[config.mk]
export PLATFORM = sky130hd
export DESIGN_NAME = add_seq_arb_flat
export DESIGN_NICKNAME = d
export VERILOG_FILES = /design/src/rtl/add_seq_pkg.sv /design/src/rtl/add_seq_arb_if.sv /design/src/rtl/add_slice16.sv /design/src/rtl/add_seq_arb.sv /design/src/flat_wrapper.sv
export SDC_FILE = /design/constraint.sdc
export NUM_CORES = 1
export LEC_CHECK = 0
export ABC_AREA = 1
export CAP_MARGIN = 5
export CELL_PAD_IN_SITES_DETAIL_PLACEMENT = 1
export CELL_PAD_IN_SITES_GLOBAL_PLACEMENT = 1
export CORE_UTILIZATION = 30
export CTS_CLUSTER_DIAMETER = 200
export DETAILED_ROUTE_END_ITERATION = 6
export GPL_TIMING_DRIVEN = 1
export PLACE_DENSITY_LB_ADDON = 0.1
export REMOVE_ABC_BUFFERS = 1
export SLEW_MARGIN = 0
export SYNTH_ARGS = -nofsm -noshare
export SYNTH_HDL_FRONTEND = slang
export SYNTH_SLANG_ARGS = --single-unit
[constraint.sdc]
create_clock -name clk -period 3.11 [get_ports clk]
set_clock_uncertainty 0.15 [all_clocks]
set_input_delay 0.622 -clock clk [delete_from_list [all_inputs] [get_ports clk]]
set_output_delay 0.622 -clock clk [all_outputs]
set_load 0.02 [all_outputs]
[src/rtl/add_seq_pkg.sv]
// Shared types and constants for the sequenced wide adder with two-port arbitration.
package add_seq_pkg;
  typedef enum logic [1:0] {
    IDLE = 2'd0,
    RUN  = 2'd1,
    DONE = 2'd2
  } state_t;

  localparam int SLICE_W = 16;

  localparam logic ID0 = 1'b0;
  localparam logic ID1 = 1'b1;
endpackage

[src/rtl/add_seq_arb_if.sv]
// Requester and response handshake bundle for add_seq_arb.
// Handshake rule: a transfer happens on a rising edge where valid and ready are both high;
// valid must not depend on ready, payload is stable while valid is high and ready low.
interface add_seq_arb_if #(
    parameter int WORDS = 4
);
    localparam int W = 16 * WORDS;

    logic         req0_valid;
    logic         req0_ready;
    logic [W-1:0] req0_a;
    logic [W-1:0] req0_b;
    logic         req1_valid;
    logic         req1_ready;
    logic [W-1:0] req1_a;
    logic [W-1:0] req1_b;
    logic         rsp_valid;
    logic         rsp_ready;
    logic [W-1:0] rsp_sum;
    logic         rsp_carry;
    logic         rsp_id;

    modport master (
        output req0_valid, req0_a, req0_b, req1_valid, req1_a, req1_b, rsp_ready,
        input  req0_ready, req1_ready, rsp_valid, rsp_sum, rsp_carry, rsp_id
    );

    modport slave (
        input  req0_valid, req0_a, req0_b, req1_valid, req1_a, req1_b, rsp_ready,
        output req0_ready, req1_ready, rsp_valid, rsp_sum, rsp_carry, rsp_id
    );
endinterface

[src/rtl/add_slice16.sv]
// Combinational 16-bit slice adder with carry-in; no state.
module add_slice16 (
    input  logic [15:0] a,
    input  logic [15:0] b,
    input  logic        cin,
    output logic [15:0] sum,
    output logic        cout
);
    assign {cout, sum} = {1'b0, a} + {1'b0, b} + {16'b0, cin};
endmodule

[src/rtl/add_seq_arb.sv]
// Round-robin shared 16-bit slice adder that sequences 16*WORDS-bit additions LSB slice first.
// Optional macro ADD_SEQ_SAT_EN saturates rsp_sum to all ones when the final carry is set.
module add_seq_arb
    import add_seq_pkg::*;
#(
    parameter int WORDS = 4
) (
    input  logic         clk,
    input  logic         rst_n,
    add_seq_arb_if.slave bus,
    output logic         busy,
    output state_t       dbg_state
);
    localparam int W  = SLICE_W * WORDS;
    localparam int KW = $clog2(WORDS);

    state_t                state;
    logic                  rr_ptr;
    logic [KW-1:0]         k;
    logic                  carry;
    logic [W-1:0]          a_q;
    logic [W-1:0]          b_q;
    logic [W-1:0]          sum_q;
    logic                  rsp_valid_q;
    logic                  rsp_carry_q;
    logic                  rsp_id_q;
    logic                  busy_q;

    logic                  grant0;
    logic                  grant1;
    logic                  idle_ok;
    logic                  last;
    logic [SLICE_W-1:0]    a_sl;
    logic [SLICE_W-1:0]    b_sl;
    logic [SLICE_W-1:0]    s_sl;
    logic                  c_sl;

    // Ties go to rr_ptr; a lone requester wins regardless of the pointer.
    assign grant0  = bus.req0_valid & ((rr_ptr == ID0) | !bus.req1_valid);
    assign grant1  = bus.req1_valid & ((rr_ptr == ID1) | !bus.req0_valid);
    assign idle_ok = rst_n & (state == IDLE);

    assign bus.req0_ready = idle_ok & grant0;
    assign bus.req1_ready = idle_ok & grant1;

    assign last = (k == KW'(WORDS - 1));

    always_comb begin
        a_sl = a_q[int'(k)*SLICE_W +: SLICE_W];
        b_sl = b_q[int'(k)*SLICE_W +: SLICE_W];
    end

    add_slice16 u_slice (
        .a    (a_sl),
        .b    (b_sl),
        .cin  (carry),
        .sum  (s_sl),
        .cout (c_sl)
    );

    always_ff @(posedge clk or negedge rst_n) begin
        if (!rst_n) begin
            state       <= IDLE;
            rr_ptr      <= ID0;
            k           <= '0;
            carry       <= 1'b0;
            a_q         <= '0;
            b_q         <= '0;
            sum_q       <= '0;
            rsp_valid_q <= 1'b0;
            rsp_carry_q <= 1'b0;
            rsp_id_q    <= ID0;
            busy_q      <= 1'b0;
        end else begin
            case (state)
                IDLE: begin
                    if (bus.req0_ready | bus.req1_ready) begin
                        a_q      <= bus.req1_ready ? bus.req1_a : bus.req0_a;
                        b_q      <= bus.req1_ready ? bus.req1_b : bus.req0_b;
                        rsp_id_q <= bus.req1_ready;
                        rr_ptr   <= ~bus.req1_ready;
                        carry    <= 1'b0;
                        k        <= '0;
                        busy_q   <= 1'b1;
                        state    <= RUN;
                    end
                end
                RUN: begin
                    sum_q[int'(k)*SLICE_W +: SLICE_W] <= s_sl;
                    carry <= c_sl;
                    k     <= k + 1'b1;
                    if (last) begin
                        rsp_carry_q <= c_sl;
`ifdef ADD_SEQ_SAT_EN
                        if (c_sl) sum_q <= '1;
`endif
                        k           <= '0;
                        rsp_valid_q <= 1'b1;
                        state       <= DONE;
                    end
                end
                DONE: begin
                    if (bus.rsp_ready) begin
                        rsp_valid_q <= 1'b0;
                        busy_q      <= 1'b0;
                        state       <= IDLE;
                    end
                end
                default: state <= IDLE;
            endcase
        end
    end

    assign bus.rsp_valid = rsp_valid_q;
    assign bus.rsp_sum   = sum_q;
    assign bus.rsp_carry = rsp_carry_q;
    assign bus.rsp_id    = rsp_id_q;
    assign busy          = busy_q;
    assign dbg_state     = state;
endmodule

[src/flat_wrapper.sv]
// flat-port wrapper written by rule: the top's interface ports become plain ports
module add_seq_arb_flat import add_seq_pkg::*;
#(
    parameter int WORDS = 4
)
  (clk, rst_n, busy, dbg_state, bus_req0_valid, bus_req0_a, bus_req0_b, bus_req1_valid, bus_req1_a, bus_req1_b, bus_rsp_ready, bus_req0_ready, bus_req1_ready, bus_rsp_valid, bus_rsp_sum, bus_rsp_carry, bus_rsp_id);
  add_seq_arb_if #(.WORDS(WORDS)) bus_i ();
  input  logic clk;
  input  logic rst_n;
  output logic busy;
  output state_t dbg_state;
  input wire logic [$bits(bus_i.req0_valid)-1:0] bus_req0_valid;
  input wire logic [$bits(bus_i.req0_a)-1:0] bus_req0_a;
  input wire logic [$bits(bus_i.req0_b)-1:0] bus_req0_b;
  input wire logic [$bits(bus_i.req1_valid)-1:0] bus_req1_valid;
  input wire logic [$bits(bus_i.req1_a)-1:0] bus_req1_a;
  input wire logic [$bits(bus_i.req1_b)-1:0] bus_req1_b;
  input wire logic [$bits(bus_i.rsp_ready)-1:0] bus_rsp_ready;
  output wire logic [$bits(bus_i.req0_ready)-1:0] bus_req0_ready;
  output wire logic [$bits(bus_i.req1_ready)-1:0] bus_req1_ready;
  output wire logic [$bits(bus_i.rsp_valid)-1:0] bus_rsp_valid;
  output wire logic [$bits(bus_i.rsp_sum)-1:0] bus_rsp_sum;
  output wire logic [$bits(bus_i.rsp_carry)-1:0] bus_rsp_carry;
  output wire logic [$bits(bus_i.rsp_id)-1:0] bus_rsp_id;
  assign bus_i.req0_valid = bus_req0_valid;
  assign bus_i.req0_a = bus_req0_a;
  assign bus_i.req0_b = bus_req0_b;
  assign bus_i.req1_valid = bus_req1_valid;
  assign bus_i.req1_a = bus_req1_a;
  assign bus_i.req1_b = bus_req1_b;
  assign bus_i.rsp_ready = bus_rsp_ready;
  assign bus_req0_ready = bus_i.req0_ready;
  assign bus_req1_ready = bus_i.req1_ready;
  assign bus_rsp_valid = bus_i.rsp_valid;
  assign bus_rsp_sum = bus_i.rsp_sum;
  assign bus_rsp_carry = bus_i.rsp_carry;
  assign bus_rsp_id = bus_i.rsp_id;
  add_seq_arb #(.WORDS(WORDS)) u_core (.clk(clk), .rst_n(rst_n), .bus(bus_i), .busy(busy), .dbg_state(dbg_state));
endmodule
## After elaboration in Yosys (flattened, before gate mapping)

Cells that the tools add are included.

- Latch bits: 0
- RAM bits: 0
- Logic and storage cells: 64
- Output and inout bits: 72
- Input bits: 261
- Memories kept: 0
- Register bits after elaboration: 202
- Bits in read-only memories: 0

- Bitwise operators: 10
- Multiplexer cells: 17
- Shift operators: 4
- Reduce and logical (&&, ||, !) cells: 12
- Divide/modulo/power cells: 0
- $add $sub $neg: 4
- Multipliers: 0
- $lt $le $gt $ge: 0
- Equal/unequal tests: 6

Operator list:

| kind | number |
|---|---|
| two-way mux 64 bit | 2 |
| indexed part select 64 x 7 -> 16 bit | 2 |
| bitwise mux 64 bit | 1 |
| variable shift 16 x 33 -> 64 bit, first input constant | 1 |
| indexed part select 16 x 33 -> 64 bit | 1 |
| negator 6 -> 33 bit | 1 |
| adder 16 x 16 -> 17 bit | 1 |
| adder 17 x 1 -> 17 bit | 1 |
| two-way mux 2 bit | 5 |
| AND reduction 3 bit | 3 |
| one-hot mux 1 bit (2 select lines) | 3 |
| one-hot mux 2 bit (3 select lines) | 1 |
| AND reduction 2 bit | 3 |
| nonzero test 2 bit | 3 |
| AND 1 bit | 5 |
| == test 2 bit, second input constant | 2 |
| two-way mux 1 bit | 4 |
| inequality test 2 bit, second input constant | 2 |
| one-hot mux 2 bit (2 select lines) | 1 |
| OR 1 bit | 3 |
| adder 2 x 1 -> 2 bit, second input constant | 1 |
| == test 2 x 1 -> 1 bit, second input constant | 1 |
| logical NOT 1 bit | 2 |
| logical NOT 2 bit | 1 |
| 2 further kinds | 3 |

## Longest topological paths before layout

Gate-level depths: netlist of the first run.

- Depth after elaboration: 7
- Mapped depth: 17
- Gate-level depth less buffers: 15

## Hierarchy

A second synthesis of the first run with hierarchy kept.

- Cell total of the unflattened synthesis: 1377
- Area total of the unflattened synthesis: 10567.6 um2

Modules (own cells, without submodules):

| module | cells an instance | instances | area each (um2) | sequential area each (um2) |
|---|---|---|---|---|
| add_seq_arb | 1193 | 1 | 9581.7 | 5054.8 |
| add_slice16 | 184 | 1 | 985.9 | 0.0 |

## Worst setup path before layout of the first run

OpenSTA, ideal clock, no wires.

- Kind: register -> register
- Start point: reg u_core.k[0]
- End point: reg u_core.sum_q[24] (netlist: u_core.bus.rsp_sum[24])
- Stages on the path, launching flop included: 16
- Path buffers: 2
- Arrival: 2.733 ns
- Setup slack: 0.161 ns
- Setup time: 0.066 ns
- Data required time: 2.894 ns
- Period minus slack after synthesis: 2.949 ns
- Cells stage by stage: dfrtp_1 -> buf_2 -> inv_2 -> clkbuf_1 -> nor2_1 -> o22ai_1 -> fa_1 -> inv_1 -> fa_1 -> inv_1 -> nand3_1 -> nand3_1 -> a21oi_1 -> xnor2_1 -> nand4_1 -> nand2_1

- Cells in the longest elaborated chain, start to end: 5
- Elaborated cells between the ends (all ways): 8
- Classes of those cells: add/sub: 3; shift: 4; mux: 1

RTL lines:

| element | line | RTL |
|---|---|---|
| start: declaration | add_seq_arb.sv:19 | `logic [KW-1:0] k;` |
| start signal: assignment | add_seq_arb.sv:91 | `k <= k + 1'b1;` |
| indexed part select 64 x 7 -> 16 bit, on equally long branches | add_seq_arb.sv:49, add_seq_arb.sv:50 |  |
| adder 16 x 16 -> 17 bit | add_slice16.sv:9 | `assign {cout, sum} = {1'b0, a} + {1'b0, b} + {16'b0, cin};` |
| adder 17 x 1 -> 17 bit | add_slice16.sv:9 |  |
| indexed part select 16 x 33 -> 64 bit | add_seq_arb.sv:89 | `sum_q[int'(k)*SLICE_W +: SLICE_W] <= s_sl;` |
| bitwise mux 64 bit (*) | add_seq_arb.sv:89 |  |
| end signal: indexed assignment | add_seq_arb.sv:89 |  |
| end: declaration | add_seq_arb.sv:23 | `logic [W-1:0] sum_q;` |

Mark *: on every way between the ends. The rest lies on a longest branch, timed or not.
A chain may end at the register's enable or synchronous reset.

## Worst setup path after layout of the first run

- Start point: reg u_core.state[1] (netlist: u_core.dbg_state[1])
- End point: out bus_req1_ready

- Cells in the longest elaborated chain, start to end: 3

RTL lines:

| element | line | RTL |
|---|---|---|
| start: declaration | add_seq_arb.sv:17 | `state_t state;` |
| start signal: assignment | add_seq_arb.sv:63 | `state <= IDLE;` |
| start signal: assignment | add_seq_arb.sv:85 | `state <= RUN;` |
| start signal: assignment | add_seq_arb.sv:99 | `state <= DONE;` |
| logical NOT 2 bit | add_seq_arb.sv:41 | `assign idle_ok = rst_n & (state == IDLE);` |
| AND 1 bit | add_seq_arb.sv:41 |  |
| AND 1 bit | add_seq_arb.sv:44 | `assign bus.req1_ready = idle_ok & grant1;` |
| end: declaration | flat_wrapper.sv:20 | `output wire logic [$bits(bus_i.req1_ready)-1:0] bus_req1_ready;` |

No other way between the ends.

==> results of run 1 <==
logic make-up (layout without fill, tap and decap cells):
group / count (synthesis) / in the layout
other: 0 / 1
adder cells (fa/ha/maj): 23 / 23
AND/OR/NAND/NOR: 765 / 765
buffers and inverters: 139 / 467
XOR/XNOR: 9 / 9
AO/OA/AOI/OAI: 231 / 231
flip-flops: 202 / 202
layer usage:
layer  wire, um  GRT usage (%)
met1      18000           29.5
met2      19300           38.0
met3       1720           3.15
met4       1090           6.39
met5         13              0
worst paths after layout:
check | startpoint | to | slack (ns) | cells past startpoint
max in group asynchronous | rst_n | u_core.k[0] | 1.41 | 3
setup / recovery | u_core.dbg_state[1] | bus_req1_ready | 0.09 | 4
min in group clk | u_core.bus.rsp_sum[11] | u_core.bus.rsp_sum[11] | 0.33 | 2
setup reg to reg | u_core.k[0] | u_core.bus.rsp_sum[23] | 0.21 | 13
hold reg to reg | u_core.bus.rsp_sum[11] | u_core.bus.rsp_sum[11] | 0.33 | 2
hold / removal | rst_n | u_core.bus.rsp_sum[61] | 0.06 | 2
power groups by stage:
stage,Combinational [mW],Clock (mW),Sequential (mW)
final,10.1,3.24,4.53
after global routing,11.2,3.39,4.66
after CTS,9.87,3.32,4.52
after detailed placement,9.74,0,4.54
after global placement,9.53,0,4.55
after floorplan,5.51,0,4.73
repair_timing:
action,in CTS,in global routing
pin swaps,0,4
resized for setup,4,18
endpoints found under the hold margin,0,0
cloned,0,2
setup buffers,0,1
hold buffers,0,0
endpoints found under the setup margin,10,25
registers in the layout (all words and copies together), names as in the netlist:
signal	cells
u_core.a_q	64
u_core.b_q	64
u_core.bus.rsp_carry	1
u_core.bus.rsp_id	1
u_core.bus.rsp_sum	64
u_core.bus.rsp_valid	1
u_core.busy	1
u_core.carry	1
u_core.dbg_state	2
u_core.k	2
u_core.rr_ptr	1
final cells by class:
cell class / count / area [um2]
Fill cell: 4088 / 18600
Tap cell: 448 / 561
Clock inverter: 10 / 211
Sequential cell: 202 / 5060
Antenna cell: 1 / 2.50
Timing Repair Buffer: 360 / 3690
Multi-Input combinational cell: 1028 / 4830
Clock buffer: 34 / 708
Inverter: 63 / 250
cell usage in the layout, fill, tap and decap left out, drive strengths merged:
| master | n |
|---|---|
| nand3 | 106 |
| a32oi | 2 |
| a32o | 1 |
| nand4 | 18 |
| a22o | 5 |
| buf | 26 |
| nor2 | 125 |
| xor2 | 4 |
| clkdlybuf4s50 | 330 |
| xnor2 | 5 |
| fa | 2 |
| clkinv | 5 |
| a22oi | 1 |
| dfrtp | 202 |
| nor3b | 1 |
| nand3b | 1 |
| and2 | 1 |
| o31ai | 3 |
| a21oi | 55 |
| o211ai | 1 |
| ha | 21 |
| nor4 | 1 |
| clkbuf | 37 |
| o22ai | 30 |
| nand2 | 507 |
| nor3 | 4 |
| diode | 1 |
| a21boi | 2 |
| inv | 62 |
| dlymetal6s2s | 1 |
| or2 | 1 |
| o21ai | 131 |
| bufinv | 6 |
critical path, cell delays in order, from the launching register on:
cell and delay (ns):
dfrtp_1 0.43, nor3b_2 0.36, nand2_2 0.14, inv_4 0.16, clkdlybuf4s50_1 0.62
==> flow_summary.json, run 1 <==
{
  "yosys.area_share.simple_pct": 30.1,
  "p_leak_nw": 6.95,
  "fin_cells": 2146,
  "crit_path_max_fanout": 4,
  "viasPerCell": 4.94,
  "hpwl_mm": 28.5,
  "synth_area_leaders": "dfrtp_1 (48%), nand2_1 (18%), o21ai_0 (6.0%)",
  "power_mw": 17.8,
  "io_buffers": 332,
  "synth_largest_area_cell": "dfrtp_1",
  "placed_area_um2": 14300,
  "synth_top_area_share_pct": 48.4,
  "cts_root_buffer": "clkbuf_16",
  "drive_above_1_share_pct": 6.19,
  "route.detailed.drc": 0,
  "synth_area_um2": 10400,
  "cts_buffer_depth": 3,
  "synth.avg_cell_area_um2": 7.62,
  "intPower_mw": 9.53,
  "ant_nets": 0,
  "critPathArrivalTime_ns": 2.25,
  "cp-start-kind": "flop",
  "synth_async_sr_flop_share_pct": 100,
  "place_ws_ns": -0.0163,
  "max_slew_margin_pct": 41.7,
  "drt-total-wl_mm": 40.1,
  "setup_ws_ns": 0.0912,
  "grt_max_degree": 128,
  "yosysWarnings": 0,
  "numClockSinks": 202,
  "wl_per_cell_um": 18.7,
  "synth-seq-cells": 202,
  "grt_use_total_pct": 22.4,
  "min_period_ns": 3.02,
  "rows": 67,
  "tightestPinTransition_ns": 0.875,
  "die_y_um": 189,
  "final_max_slew_viol_count": 0,
  "synth-compound-area-share_pct": 11.9,
  "drtIter0Drc": 526,
  "yosysSeqAreaShare_pct": 48.4,
  "synthAdderAreaFrac_pct": 2.90,
  "synth_top_family_by_area": "simple AND/OR/NAND/NOR gates",
  "required_ns": 2.34,
  "cts.clk_slew.worst_paths_ns": 0.06,
  "period_share_pct": 97.1,
  "place_congestion": 0.795,
  "start_util_pct": 30.8,
  "crit_type": "flop to output pin",
  "clock_power_share_pct": 18.2,
  "end_kind": "output pin",
  "sequentialPowerShare_pct": 25.4,
  "yosysMostFrequentCell": "nand2_1",
  "hold_ws_ns": 0.0589,
  "grt-ovfl-total": 0,
  "power_density_nw_per_um2": 1170,
  "cts_buffers": 24,
  "tns_ns": 0,
  "io_pins": 333,
  "final_util_pct": 45.2,
  "combPwrFrac_pct": 56.4,
  "ir_drop_uv": 536,
  "power.net_switching_mw": 8.32,
  "hold_viol_final": 0,
  "first_pass_iters": 5,
  "fp.dieW_um": 189,
  "setup_violations": 0,
  "design.die.area_um2": 35500,
  "vias": 10600,
  "layout.nets": 1963,
  "core_area_um2": 33900,
  "synth_edf_count": 0,
  "area_growth_pct": 46.7,
  "maxCapViolCount": 0,
  "hp-class": "input pin to async pin",
  "fmax_mhz": 331,
  "switching_share_pct": 46.6,
  "synth_ff_type": "dfrtp_1",
  "grt_pass1_vias": 11200,
  "netlist_instances": 1369,
  "antenna_found_initial": 2,
  "ys_types": 39,
  "muxShareOfSynthArea_pct": 0,
  "grt_first_pass_wirelength_mm": 62.7,
  "post-place-cells": 2098,
  "status": "completed",
  "synthXorXnorAreaFrac_pct": 0.755,
  "cts_tree": "yes",
  "synth_common_cells": "nand2_1 (503), dfrtp_1 (202), o21ai_0 (125)",
  "htree_levels": 1,
  "rsz0062_at_grt": "no",
  "stdcell_area_um2": 15300,
  "clock_latency_ns": 0.54
}
No activity file was read; power rests on OpenSTA's default activity.
==> inputs of run 2 (changes only) <==
--- a/config.mk
+++ b/config.mk
@@ -13,7 +13,7 @@
 export CTS_CLUSTER_DIAMETER = 200
 export DETAILED_ROUTE_END_ITERATION = 6
 export GPL_TIMING_DRIVEN = 1
-export PLACE_DENSITY_LB_ADDON = 0.1
+export PLACE_DENSITY = 0.84
 export REMOVE_ABC_BUFFERS = 1
 export SLEW_MARGIN = 0
 export SYNTH_ARGS = -nofsm -noshare
==> flow_summary.json, run 2 (same netlist as run 1, synthesis figures left out) <==
{
  "drtIter0Drc": 531,
  "grt_pass1_vias": 11700,
  "required_ns": 3.40,
  "cts_root_buffer": "clkbuf_16",
  "cts_buffer_depth": 3,
  "drive_above_1_share_pct": 6.18,
  "end_kind": "flop",
  "area_growth_pct": 45.3,
  "cts_tree": "yes",
  "status": "completed",
  "critPathArrivalTime_ns": 3.28,
  "hpwl_mm": 29.3,
  "hold_viol_final": 0,
  "fin_cells": 2149,
  "core_area_um2": 33900,
  "ant_nets": 0,
  "ir_drop_uv": 511,
  "design.die.area_um2": 35500,
  "period_share_pct": 96.0,
  "setup_ws_ns": 0.123,
  "fp.dieW_um": 189,
  "drt-total-wl_mm": 40.3,
  "multiInputGateArea_um2": 4820,
  "io_buffers": 332,
  "p_leak_nw": 6.83,
  "wl_per_cell_um": 18.7,
  "htree_levels": 1,
  "power_density_nw_per_um2": 1150,
  "place_congestion": 0.828,
  "maxCapViolCount": 0,
  "grt_first_pass_wirelength_mm": 62.7,
  "layout_common_cells": "nand2_1 (495), clkdlybuf4s50_1 (330), dfrtp_1 (201)",
  "cts.clk_slew.worst_paths_ns": 0.06,
  "top_layer": "met4",
  "clock_latency_ns": 0.53,
  "post-place-cells": 2103,
  "crit_type": "flop to flop",
  "seq_area_um2": 5060,
  "viasPerCell": 5.07,
  "place_ws_ns": -0.00155,
  "rows": 67,
  "crit_path_max_fanout": 19,
  "grt-ovfl-total": 0,
  "vias": 10900,
  "cts_buffers": 23,
  "met1_length_mm": 16.9,
  "fill_cells": 4067,
  "antenna_found_initial": 3,
  "wl_met3_mm": 1.76,
  "grt_use_total_pct": 22.2,
  "setup_violations": 0,
  "grt_max_degree": 138,
  "hp-class": "input pin to async pin",
  "dr_wl_met2_mm": 20.4,
  "die_y_um": 189,
  "fmax_mhz": 335,
  "reg2reg_depth": 16,
  "final_common_cell": "nand2_1",
  "cp-start-kind": "flop",
  "numClockSinks": 202,
  "final_max_slew_viol_count": 0,
  "io_pins": 333,
  "tightestPinTransition_ns": 1.01,
  "min_period_ns": 2.99,
  "layout.nets": 1967,
  "route.detailed.drc": 0,
  "first_pass_iters": 4,
  "start_util_pct": 30.8,
  "max_slew_margin_pct": 32.7
}
==> run 2: cell count changes in the layout (fill, tap and decap cells not counted), moves of 3 or more <==
cell / delta
o22ai_2: -3
clkinvlp_4: +5
bufinv_16: -4
buf_4: +4
o22ai_1: +3
clkbuf_8: -6
o21ai_1: -3
nand2_2: +3
nand2_1: -3
o21ai_0: +3
==> run 2: cell type report <==
class / count / area share, %
Timing Repair Buffer: 365 / 24.7
Clock buffer: 28 / 3.99
Tap cell: 448 / 3.70
Antenna cell: 3 / 0.0495
Clock inverter: 12 / 0.833
Sequential cell: 202 / 33.4
Multi-Input combinational cell: 1028 / 31.8
Inverter: 63 / 1.61
==> run 2: worst max-delay path, stage by stage (launching register included) <==
cell	delay, ns
dfrtp_4	0.56
clkbuf_16	0.23
nor2_1	0.14
inv_1	0.06
a32oi_2	0.19
buf_4	0.16
inv_1	0.06
fa_1	0.42
inv_1	0.10
nand3_1	0.08
nand3_1	0.14
nand3_1	0.13
nand3_1	0.12
nand2_1	0.07
nand2_2	0.11
nand4_1	0.09
nand2_1	0.09
==> run 2: through the flow <==
step                      setup TNS, ns  hold WS, ns  utilization, %  instance area (um2)  total power [mW]
final                                 0        0.108            44.8                15200              17.5
after global routing             -0.160        0.184            44.8                15200              18.8
after CTS                             0        0.163            44.4                15000              17.2
after detailed placement       -0.00155        0.322            42.2                14300              14.4
after global placement                0        0.307            42.2                14300              14.0
after floorplan                  -84.29        0.176               -                10100              10.2
==> run 2: repair_timing <==
item,in CTS,in global routing
buffers inserted,0,1
pin swaps,0,3
endpoints found under the hold margin,0,0
hold buffers,0,0
cloned,0,2
endpoints found under the setup margin,5,39
gates resized for setup,1,21
==> run 2: path summary, 6_finish.rpt <==
check / slack (ns) / end / from
min in group clk: 0.33 / u_core.bus.rsp_sum[59] / u_core.bus.rsp_sum[59]
hold reg to reg: 0.33 / u_core.bus.rsp_sum[59] / u_core.bus.rsp_sum[59]
hold / removal: 0.11 / u_core.bus.rsp_sum[35] / rst_n
max in group asynchronous: 1.31 / u_core.b_q[61] / rst_n
setup reg to reg: 0.12 / u_core.bus.rsp_sum[28] / u_core.k[0]
setup / recovery: 0.12 / u_core.bus.rsp_sum[28] / u_core.k[0]
==> run 2: power by group <==
group | internal [mW] | switching [mW]
logic | 3.77 | 6.54
registers | 3.77 | 0.735
clock network | 1.55 | 1.12
==> run 2: routing by layer <==
layer / up-vias / global-route usage (%)
li1: 5092 / -
met1: 5365 / 27.6
met2: 355 / 39.7
met3: 80 / 2.25
met4: 0 / 8.10
met5: - / 0
